### src/rtl/pc_npc_fetch_unit.sv
// rtl/pc_npc_fetch_unit.sv - PC/nPC fetch sequencer with delay slot, stall hold and deferred redirect
module pc_npc_fetch_unit #(
    parameter logic [31:0] RESET_PC  = 32'h0000_0000,
    parameter logic [31:0] RESET_NPC = 32'h0000_0004
) (
    input  logic        clk,
    input  logic        reset_n,
    input  logic        stall,
    input  logic        branch_taken,
    input  logic [31:0] branch_target,
    input  logic        jump,
    input  logic [31:0] jump_target,
    output logic [31:0] pc,
    output logic [31:0] npc,
    output logic        if_valid,
    output logic        redirect_pending,
    output logic [7:0]  stall_count
);

    typedef enum logic [1:0] {
        INIT        = 2'd0,
        RUN         = 2'd1,
        STALL       = 2'd2,
        STALL_REDIR = 2'd3
    } state_t;

    state_t      state;
    state_t      state_nxt;
    logic [31:0] pc_nxt;
    logic [31:0] npc_nxt;
    logic [31:0] redir_target;
    logic [31:0] redir_target_nxt;
    logic        redirect;
    logic [31:0] sel_target;

    // Jump outranks branch when both resolve in the same cycle.
    assign redirect   = jump | branch_taken;
    assign sel_target = jump ? jump_target : branch_target;

    always_comb begin
        state_nxt        = state;
        pc_nxt           = pc;
        npc_nxt          = npc;
        redir_target_nxt = redir_target;
        case (state)
            INIT: begin
                state_nxt = RUN;
            end
            RUN, STALL: begin
                if (stall) begin
                    if (redirect) begin
                        redir_target_nxt = sel_target;
                        state_nxt        = STALL_REDIR;
                    end else begin
                        state_nxt = STALL;
                    end
                end else begin
                    // The delay slot at npc is always fetched before a redirect lands.
                    pc_nxt    = npc;
                    npc_nxt   = redirect ? sel_target : npc + 32'd4;
                    state_nxt = RUN;
                end
            end
            STALL_REDIR: begin
                if (stall) begin
                    if (redirect) begin
                        redir_target_nxt = sel_target;
                    end
                end else begin
                    pc_nxt           = npc;
                    npc_nxt          = redirect ? sel_target : redir_target;
                    redir_target_nxt = 32'h0;
                    state_nxt        = RUN;
                end
            end
            default: begin
                state_nxt = INIT;
            end
        endcase
    end

    always_ff @(posedge clk or negedge reset_n) begin
        if (!reset_n) begin
            state        <= INIT;
            pc           <= RESET_PC;
            npc          <= RESET_NPC;
            redir_target <= 32'h0;
        end else begin
            state        <= state_nxt;
            pc           <= pc_nxt;
            npc          <= npc_nxt;
            redir_target <= redir_target_nxt;
        end
    end

    always_ff @(posedge clk or negedge reset_n) begin
        if (!reset_n) begin
            stall_count <= 8'h00;
        end else if (stall && (state != INIT) && (stall_count != 8'hFF)) begin
            stall_count <= stall_count + 8'd1;
        end
    end

    assign redirect_pending = (state == STALL_REDIR);
    assign if_valid         = (state == RUN) && !stall;

endmodule

### config.mk
export PLATFORM = sky130hd
export DESIGN_NAME = pc_npc_fetch_unit
export DESIGN_NICKNAME = d
export VERILOG_FILES = /design/src/rtl/pc_npc_fetch_unit.sv
export SDC_FILE = /design/constraint.sdc
export NUM_CORES = 1
export LEC_CHECK = 0
export CAP_MARGIN = 20
export CORE_ASPECT_RATIO = 0.6
export CORE_MARGIN = 3
export CORE_UTILIZATION = 50
export CTS_CLUSTER_SIZE = 40
export DETAILED_ROUTE_END_ITERATION = 16
export PLACE_DENSITY = 0.82
export REMOVE_ABC_BUFFERS = 1
export SLEW_MARGIN = 15
export SYNTH_ARGS = -nofsm -noshare
export SYNTH_HDL_FRONTEND = slang
export SYNTH_SLANG_ARGS = --single-unit
### constraint.sdc
create_clock -name clk -period 6.25 [get_ports clk]
set_clock_uncertainty 0.05 [all_clocks]
set_input_delay 1.25 -clock clk [delete_from_list [all_inputs] [get_ports clk]]
set_output_delay 1.25 -clock clk [all_outputs]
set_load 0.01 [all_outputs]
==> results of run 1 <==
-- logic make-up after synthesis --
| family | count (synthesis) |
|---|---|
| xor+xnor | 8 |
| buf+inv | 47 |
| compound gates | 174 |
| mux | 37 |
| simple gates | 147 |
| flops | 106 |
| fa+ha+maj | 5 |
-- power by group through the flow --
stage                     logic (mW)  clock network, mW  registers (mW)
after floorplan                0.445                  0            1.31
final                           1.18              0.544            1.29
after detailed placement        1.18                  0            1.29
after CTS                       1.19              0.551            1.28
after global placement          1.15                  0            1.27
after global routing            1.28              0.576            1.33
-- per-stage QoR --
step | hold WS (ps) | util (%) | total power, mW | setup WS (ps)
final | 432 | 70.5 | 3.02 | 2380
after global routing | 452 | 70.5 | 3.19 | 2260
after CTS | 435 | 70.5 | 3.02 | 2390
after detailed placement | 421 | 67.7 | 2.47 | 2170
after global placement | 407 | 67.7 | 2.41 | 2250
after floorplan | 395 | - | 1.75 | 2620
-- how the worst max path moves through the flow --
stage | end | slack, ps | from
after floorplan | npc[22] | 2620 | branch_taken
after global placement | npc[20] | 2250 | jump
after detailed placement | npc[29] | 2170 | jump
after CTS | if_valid | 2390 | stall
after global routing | npc[18] | 2260 | jump
final | if_valid | 2380 | stall
-- layout by cell type, fill, tap and decap left out, drive strengths merged, types with 13 or more instances in the layout --
cell type and n:
a21oi 30, a22o 18, a22oi 24, clkbuf 14, clkdlybuf4s50 141, dfrtp 105, inv 13, mux2 35
nand2 69, nand3 22, nor2 13, o21ai 55
-- area by class of cell --
cell class / instances / area (um2)
Clock inverter: 2 / 10.0
Clock buffer: 14 / 274
Timing Repair Buffer: 151 / 1490
Inverter: 13 / 48.8
Tap cell: 135 / 169
Sequential cell: 106 / 2650
Multi-Input combinational cell: 371 / 2440
Fill cell: 748 / 2970
-- critical path, stage by stage --
cell             delay [ps]
clkdlybuf4s50_1         580
nor2b_1                 180
clkdlybuf4s50_1         560
-- metal layers --
layer	global-route usage, %	vias to the layer above	wire length [um]	share of wire [%]
met5	0	-	0	0
met4	6.82	0	202	1.3
met3	7.43	26	1590	10
met2	41.0	297	7010	44
met1	39.7	2382	6980	44
li1	-	2205	-	-
-- state kept, by name, indices dropped and copies added, names as in the netlist --
| name | count |
|---|---|
| stall_count | 8 |
| npc | 32 |
| pc | 32 |
| redir_target | 32 |
| state | 2 |
==> flow_metrics.py, run 1 <==
metrics = {
    "run_status": {
        "status": "finished clean",
    },
    "synthesis": {
        "yosys-top-cells-count": "dfrtp_1 (105), nand2_1 (69), o21ai_0 (54), mux2_2 (35), a21oi_1 (30)",
        "synth_area_leader_cell": "dfrtp_1",
        "synth_fa_ha_area_share_pct": 1.19,
        "synthMuxAreaShare_pct": 7.88,
        "synth_edf_count": 0,
        "synthFlopType": "dfrtp_1",
        "synth-compound-area-share_pct": 21.8,
        "synth_area_leaders": "dfrtp_1 (50%), mux2_2 (7.5%), o21ai_0 (5.1%)",
        "syn_area_per_cell_um2": 10.0,
        "synthCells": 524,
        "synth.distinct_cells": 54,
        "synth_seq_cells": 106,
        "synth_top_area_share_pct": 50.0,
        "seq_area_frac_synth_pct": 50.5,
        "async_flop_share_pct": 100,
        "yosysMostFrequentCell": "dfrtp_1",
        "syn-cell-area_um2": 5260,
        "synth_xor_xnor_area_share_pct": 1.33,
        "synth_top_family_by_area": "compound AO/OA/AOI/OAI gates",
        "yosys.area_share.simple_pct": 13.8,
        "yosys_warnings": 0,
    },
    "route": {
        "routed_wl_um": 15800,
        "vias": 4910,
        "via_per_inst": 6.20,
        "drt_iter0_drc": 454,
        "routedWlPerCell_um": 19.9,
        "ant_nets": 0,
        "drcViolationCount": 0,
        "drt-pass1-iter-count": 6,
    },
    "sta": {
        "worstMarginPinSlew_ps": 1030,
        "max_freq_ghz": 0.258,
        "setup_viol": 0,
        "slew_viol_final": 0,
        "rsz0062_at_grt": "no",
        "period_share_pct": 61.9,
        "fin_tns_setup_ps": 0,
        "fin_crit_ps": 3870,
        "hold_violations": 0,
        "relSlewSlack_pct": 31.3,
    },
    "grt": {
        "grt_pass1_vias": 4943,
        "grt_max_degree": 58,
        "grtUsageTotal_pct": 27.3,
        "overflow": 0,
        "grt_pass1_wl_um": 26000,
        "antenna_found_initial": 0,
    },
    "placement": {
        "postPlaceCellArea_um2": 6800,
        "dpl.hpwl_um": 10900,
        "placed_cells": 776,
        "gp_congestion": 0.861,
        "port_buffers": 142,
    },
    "cts": {
        "clockBufferDepth": 2,
        "cts_max_level": 3,
        "numCtsBuffers": 9,
        "clk_latency_ps": 350,
        "clkTransAtPathRegs_ps": 60,
        "cts.repair.resized": 0,
        "ctsHoldBuffers": 0,
        "clkSinkCount": 106,
        "root_buffer": "clkbuf_16",
        "tritoncts": "built",
        "postCtsSetupBuffers": 0,
    },
    "floorplan": {
        "fp-row-count": 28,
        "die_w_um": 138,
        "ios": 143,
        "dieArea_um2": 11800,
        "fp.dieH_um": 85.4,
        "coreArea_um2": 10100,
        "start_util_pct": 52.3,
    },
    "critical_path": {
        "crit_arrival_ps": 2570,
        "crit_path_start_kind": "primary input",
        "crit_path_end_kind": "primary output",
        "critical_path_peak_fanout": 9,
        "rr_startpoint": "npc[2]",
        "required_ps": 4950,
        "rr_endpoint": "npc[26]",
        "worstRegToRegCells": 6,
        "critPathKind": "primary input to primary output",
        "r2r_slack_ps": 3530,
    },
    "pwr": {
        "vdd_drop_max_mv": 0.205,
        "power.leakage_nw": 2.88,
        "internal_power_mw": 1.94,
        "clock_power_share_pct": 18.0,
        "comb_power_share_pct": 39.2,
        "seq_power_share_pct": 42.7,
        "sw_frac_of_total_pct": 35.6,
        "power_density_nw_per_um2": 425,
        "p_switching_mw": 1.07,
    },
    "final_layout": {
        "area_growth_pct": 34.9,
        "diodes": 0,
        "final_cell_count_no_fill": 792,
        "nNetsFinal": 726,
        "drive_above_1_share_pct": 11.1,
        "final_area_um2": 7090,
    },
    "hold_path": {
        "min_delay_path_depth": 2,
        "worst_hold_path_type": "flip-flop to flip-flop",
        "hold_end": "redir_target[11]",
        "worstHoldStart": "redir_target[11]",
    },
    "job": {
        "drv_cap": 0,
    },
}
Power figures use the tool's default switching activity.
==> inputs of run 2 (changes only) <==
--- a/config.mk
+++ b/config.mk
@@ -8,10 +8,10 @@
 export CAP_MARGIN = 20
 export CORE_ASPECT_RATIO = 0.6
 export CORE_MARGIN = 3
-export CORE_UTILIZATION = 50
+export CORE_UTILIZATION = 49
 export CTS_CLUSTER_SIZE = 40
 export DETAILED_ROUTE_END_ITERATION = 16
-export PLACE_DENSITY = 0.82
+export PLACE_DENSITY = 0.81
 export REMOVE_ABC_BUFFERS = 1
 export SLEW_MARGIN = 15
 export SYNTH_ARGS = -nofsm -noshare
==> constraint.sdc (replaced) <==
create_clock -name clk -period 3.6 [get_ports clk]
set_clock_uncertainty 0.05 [all_clocks]
set_input_delay 0.72 -clock clk [delete_from_list [all_inputs] [get_ports clk]]
set_output_delay 0.72 -clock clk [all_outputs]
set_load 0.01 [all_outputs]
==> run 2 against run 1 <==
Via count rose by 0.81%. Global-route usage fell by 0.58 points. Power rose by 81%. Cell area rose by 1.9%. Die area rose by 1.9%. Register-to-register slack got worse by 2300 ps. Critical endpoint unchanged. Highest routed layer unchanged.
==> flow_metrics.py, run 2 (same netlist as run 1, synthesis figures left out) <==
metrics = {
    "final_layout": {
        "drive_above_1_share_pct": 12.3,
        "diodes": 0,
        "area_growth_pct": 37.4,
        "final_cell_count_no_fill": 799,
        "final_cell_mix": "clkdlybuf4s50_1 (141), dfrtp_1 (105), nand2_1 (69), o21ai_0 (52), mux2_2 (35)",
        "utilization_pct": 71.1,
        "final_area_um2": 7220,
        "nFillCells": 740,
        "top_regs": "npc (32), pc (32), redir_target (32)",
        "nNetsFinal": 733,
        "final_common_cell": "clkdlybuf4s50_1",
    },
    "cts": {
        "clockBufferDepth": 2,
        "clk_latency_ps": 350,
        "ctsHoldBuffers": 0,
        "clkTransAtPathRegs_ps": 70,
        "root_buffer": "clkbuf_16",
        "cts.repair.resized": 0,
        "numCtsBuffers": 9,
        "postCtsSetupBuffers": 0,
        "clkSinkCount": 106,
        "cts_max_level": 3,
        "tritoncts": "built",
    },
    "floorplan": {
        "coreArea_um2": 10200,
        "die_w_um": 140,
        "start_util_pct": 51.7,
        "ios": 143,
        "fp-row-count": 28,
        "dieArea_um2": 12000,
        "fp.dieH_um": 86.2,
    },
    "placement": {
        "dpl.hpwl_um": 11300,
        "gp_congestion": 0.897,
        "postPlaceCellArea_um2": 6880,
        "place_ws_ps": 551,
        "placed_cells": 783,
        "port_buffers": 142,
    },
    "critical_path": {
        "critPathKind": "primary input to primary output",
        "rr_startpoint": "npc[2]",
        "crit_path_end_kind": "primary output",
        "critical_path_peak_fanout": 9,
        "required_ps": 2830,
        "crit_arrival_ps": 2000,
        "crit_path_start_kind": "primary input",
        "crit_start": "stall",
    },
    "grt": {
        "grt_pass1_vias": 4901,
        "grt_pass1_wl_um": 25900,
        "grtUsageTotal_pct": 26.7,
        "antenna_found_initial": 0,
        "overflow": 0,
        "grt_max_degree": 60,
    },
    "route": {
        "routedWlPerCell_um": 20.0,
        "via_per_inst": 6.20,
        "vias": 4950,
        "drt-pass1-iter-count": 6,
        "routed_wl_um": 15900,
        "drt_iter0_drc": 465,
        "drcViolationCount": 0,
        "ant_nets": 0,
    },
    "sta": {
        "fin_crit_ps": 2770,
        "max_freq_ghz": 0.362,
        "setup_viol": 0,
        "slew_viol_final": 0,
        "rsz0062_at_grt": "no",
        "relSlewSlack_pct": 49.4,
        "hold_violations": 0,
        "fin_tns_setup_ps": 0,
        "period_share_pct": 76.8,
        "setup_ws_ps": 834,
        "worstMarginPinSlew_ps": 753,
        "fin_hold_ws_ps": 389,
    },
    "pwr": {
        "power_mw": 5.44,
        "vdd_drop_max_mv": 0.411,
        "power.leakage_nw": 2.95,
        "power_density_nw_per_um2": 754,
    },
    "job": {
        "drv_cap": 0,
    },
    "run_status": {
        "status": "finished clean",
    },
    "hold_path": {
        "worst_hold_path_type": "primary input to async pin",
    },
}
[run 2: cell count changes in the layout (fill, tap and decap cells not counted), sizes merged]
cell | before | now
buf | 10 | 17
clkbuf | 14 | 9
bufinv | 0 | 3
inv | 13 | 14
clkinvlp | 0 | 1
[run 2: cell type report]
| cell class | instances | area, um2 | area share [%] |
|---|---|---|---|
| flip-flops and latches | 106 | 2650 | 36.7 |
| multi-input cells | 371 | 2440 | 33.9 |
| repair buffers | 158 | 1560 | 21.7 |
| clock buffers | 9 | 225 | 3.12 |
| well taps | 135 | 169 | 2.34 |
| clock inverters | 7 | 116 | 1.61 |
| inverters | 13 | 48.8 | 0.676 |
[run 2: path summary, 6_finish.rpt]
path / cells after the start / end / slack [ps]
max: 3 / if_valid / 830
min: 1 / pc[0] / 390
max reg2reg: 5 / npc[29] / 1180
min reg2reg: 2 / redir_target[2] / 430
max in group asynchronous: 2 / npc[2] / 2330
min in group clk: 2 / redir_target[2] / 430
[run 2: worst max-delay path, cell delays in order]
cell and delay (ps):
clkdlybuf4s50_1 560, nor2b_1 170, clkdlybuf4s50_1 550
[run 2: per-layer routing]
metal  routed length [um]  global-route usage [%]
met3                 1480                    6.28
met4                  181                    5.89
met5                    0                       0
met1                 6850                    36.6
met2                 7430                    44.2
[run 2: power by group]
group / switching, mW / internal, mW / total, mW
Combinational: 0.924 / 1.16 / 2.09
Clock: 0.445 / 0.680 / 1.12
Sequential: 0.537 / 1.70 / 2.23
==> inputs of run 3 (changes only) <==
--- a/config.mk
+++ b/config.mk
@@ -8,10 +8,10 @@
 export CAP_MARGIN = 20
 export CORE_ASPECT_RATIO = 0.6
 export CORE_MARGIN = 3
-export CORE_UTILIZATION = 49
+export CORE_UTILIZATION = 44
 export CTS_CLUSTER_SIZE = 40
 export DETAILED_ROUTE_END_ITERATION = 16
-export PLACE_DENSITY = 0.81
+export PLACE_DENSITY = 0.77
 export REMOVE_ABC_BUFFERS = 1
 export SLEW_MARGIN = 15
 export SYNTH_ARGS = -nofsm -noshare
==> constraint.sdc (replaced) <==
create_clock -name clk -period 2.4 [get_ports clk]
set_clock_uncertainty 0.05 [all_clocks]
set_input_delay 0.48 -clock clk [delete_from_list [all_inputs] [get_ports clk]]
set_output_delay 0.48 -clock clk [all_outputs]
set_load 0.01 [all_outputs]
==> run 3 against run 2 <==
Cell area is 4.0% higher. Power is 52% higher. Setup slack worse by 680 ps. Via count up 2.6%. Clock power up 38%. Hold slack got worse by 370 ps.
==> flow_metrics.py, run 3 (same netlist as run 1, synthesis figures left out) <==
metrics = {
    "grt": {
        "antenna_found_initial": 0,
        "grtUsageTotal_pct": 24.9,
        "grt_max_degree": 38,
        "overflow": 0,
        "grt_pass1_vias": 5060,
        "grt_pass1_wl_um": 26800,
    },
    "cts": {
        "clk_latency_ps": 340,
        "clockBufferDepth": 2,
        "ctsHoldBuffers": 0,
        "numCtsBuffers": 9,
        "cts_max_level": 3,
        "tritoncts": "built",
        "clkSinkCount": 106,
        "root_buffer": "clkbuf_16",
        "postCtsSetupBuffers": 0,
        "cts.repair.resized": 0,
        "clkTransAtPathRegs_ps": 70,
    },
    "route": {
        "routedWlPerCell_um": 19.4,
        "vias": 5081,
        "via_per_inst": 5.92,
        "drt_iter0_drc": 545,
        "routed_wl_um": 16600,
        "ant_nets": 0,
        "drcViolationCount": 0,
        "drt-pass1-iter-count": 5,
    },
    "final_layout": {
        "nNetsFinal": 767,
        "final_cell_count_no_fill": 858,
        "final_cell_mix": "clkdlybuf4s50_1 (141), dfrtp_1 (105), nand2_1 (69), o21ai_0 (52), buf_4 (47)",
        "area_growth_pct": 42.9,
        "final_common_cell": "clkdlybuf4s50_1",
        "drive_above_1_share_pct": 16.6,
        "utilization_pct": 65.4,
        "diodes": 0,
        "top_regs": "npc (32), pc (32), redir_target (32)",
    },
    "pwr": {
        "power.leakage_nw": 3.12,
        "p_switching_mw": 2.88,
        "comb_power_share_pct": 42.3,
        "sw_frac_of_total_pct": 34.9,
        "seq_power_share_pct": 38.9,
        "internal_power_mw": 5.37,
        "clock_power_share_pct": 18.8,
        "power_density_nw_per_um2": 1100,
        "vdd_drop_max_mv": 0.605,
    },
    "floorplan": {
        "die_w_um": 147,
        "fp.dieH_um": 90.7,
        "coreArea_um2": 11500,
        "ios": 143,
        "start_util_pct": 45.8,
        "dieArea_um2": 13300,
        "fp-row-count": 30,
    },
    "sta": {
        "worstMarginPinSlew_ps": 536,
        "hold_violations": 0,
        "fin_crit_ps": 2250,
        "slew_viol_final": 0,
        "fin_tns_setup_ps": 0,
        "max_freq_ghz": 0.445,
        "fin_hold_ws_ps": 16.6,
        "setup_viol": 0,
        "rsz0062_at_grt": "no",
        "period_share_pct": 93.6,
        "relSlewSlack_pct": 64.0,
    },
    "critical_path": {
        "rr_startpoint": "npc[2]",
        "rr_endpoint": "npc[20]",
        "cp.buffers_inverters": 0,
        "crit_chain": "ha_1 -> nand4_1 -> or4_4 -> or4_1 -> nand3_1 -> a22o_2",
        "r2r_slack_ps": 150,
        "critical-path-top-delay-family": "simple AND/OR/NAND/NOR gates",
        "critical_path_peak_fanout": 4,
        "slowest_delay_ps": 570,
        "critPathCapture": "npc[20]",
        "crit_start": "npc[2]",
        "crit_path_end_kind": "flip-flop",
        "worstRegToRegCells": 6,
        "required_ps": 2640,
        "cp.depth": 6,
        "slowest_stage": "or4_4",
        "crit_arrival_ps": 2480,
        "crit_path_start_kind": "flip-flop",
        "critPathKind": "flip-flop to flip-flop",
    },
    "hold_path": {
        "worst_hold_path_type": "primary input to async pin",
    },
    "placement": {
        "gp_congestion": 0.907,
        "port_buffers": 142,
        "placed_cells": 842,
        "dpl.hpwl_um": 12300,
    },
    "job": {
        "drv_cap": 0,
    },
    "run_status": {
        "status": "finished clean",
    },
}
## run 3: power by group through the flow
stage	sequential, mW	clock (mW)	combinational (mW)
2_1_floorplan	3.41	0	1.16
3_3_place_gp	3.17	0	3.37
3_5_place_dp	3.22	0	3.48
4_1_cts	3.20	1.56	3.50
5_1_grt	3.31	1.64	3.74
6_report	3.21	1.55	3.49
## run 3: layer usage
metal  part of all wire [%]  GRT usage [%]  vias up  wire (um)
met5                      0              0        -          0
met3                    7.6           5.62       23       1260
met1                     46           36.4     2519       7710
met2                     45           38.3      251       7470
met4                    1.2           5.35        0        192
li1                       -              -     2288          -
## run 3: cell type report
cell class	instances	area, um2
Fill cell	919	3980
Tap cell	160	200
Clock buffer	12	267
Multi-Input combinational cell	371	2440
Inverter	13	48.8
Clock inverter	4	48.8
Timing Repair Buffer	192	1840
Sequential cell	106	2650
## run 3: per-stage QoR
| step | setup WS (ps) | area, um2 | power (mW) |
|---|---|---|---|
| after floorplan | -724 | 5120 | 4.56 |
| after global placement | 16.0 | 7190 | 6.54 |
| after detailed placement | -28.3 | 7190 | 6.70 |
| after CTS | 172 | 7510 | 8.26 |
| after global routing | 64.7 | 7510 | 8.70 |
| final | 153 | 7510 | 8.25 |
## run 3: worst min-delay path by stage
stage | slack (ps) | to | startpoint | cells after the start
after floorplan | 130 | npc[0] | reset_n | 0
after global placement | 390 | pc[2] | reset_n | 1
after detailed placement | 400 | pc[2] | reset_n | 1
after CTS | 30 | pc[2] | reset_n | 1
after global routing | 40 | pc[5] | reset_n | 1
final | 20 | pc[2] | reset_n | 1
## run 3: worst reg2reg max path, stage by stage, from the launching register on
cell and delay (ps):
dfstp_2 530, ha_1 190, nand4_1 200, or4_4 570, or4_1 420, nand3_1 100
a22o_2 120
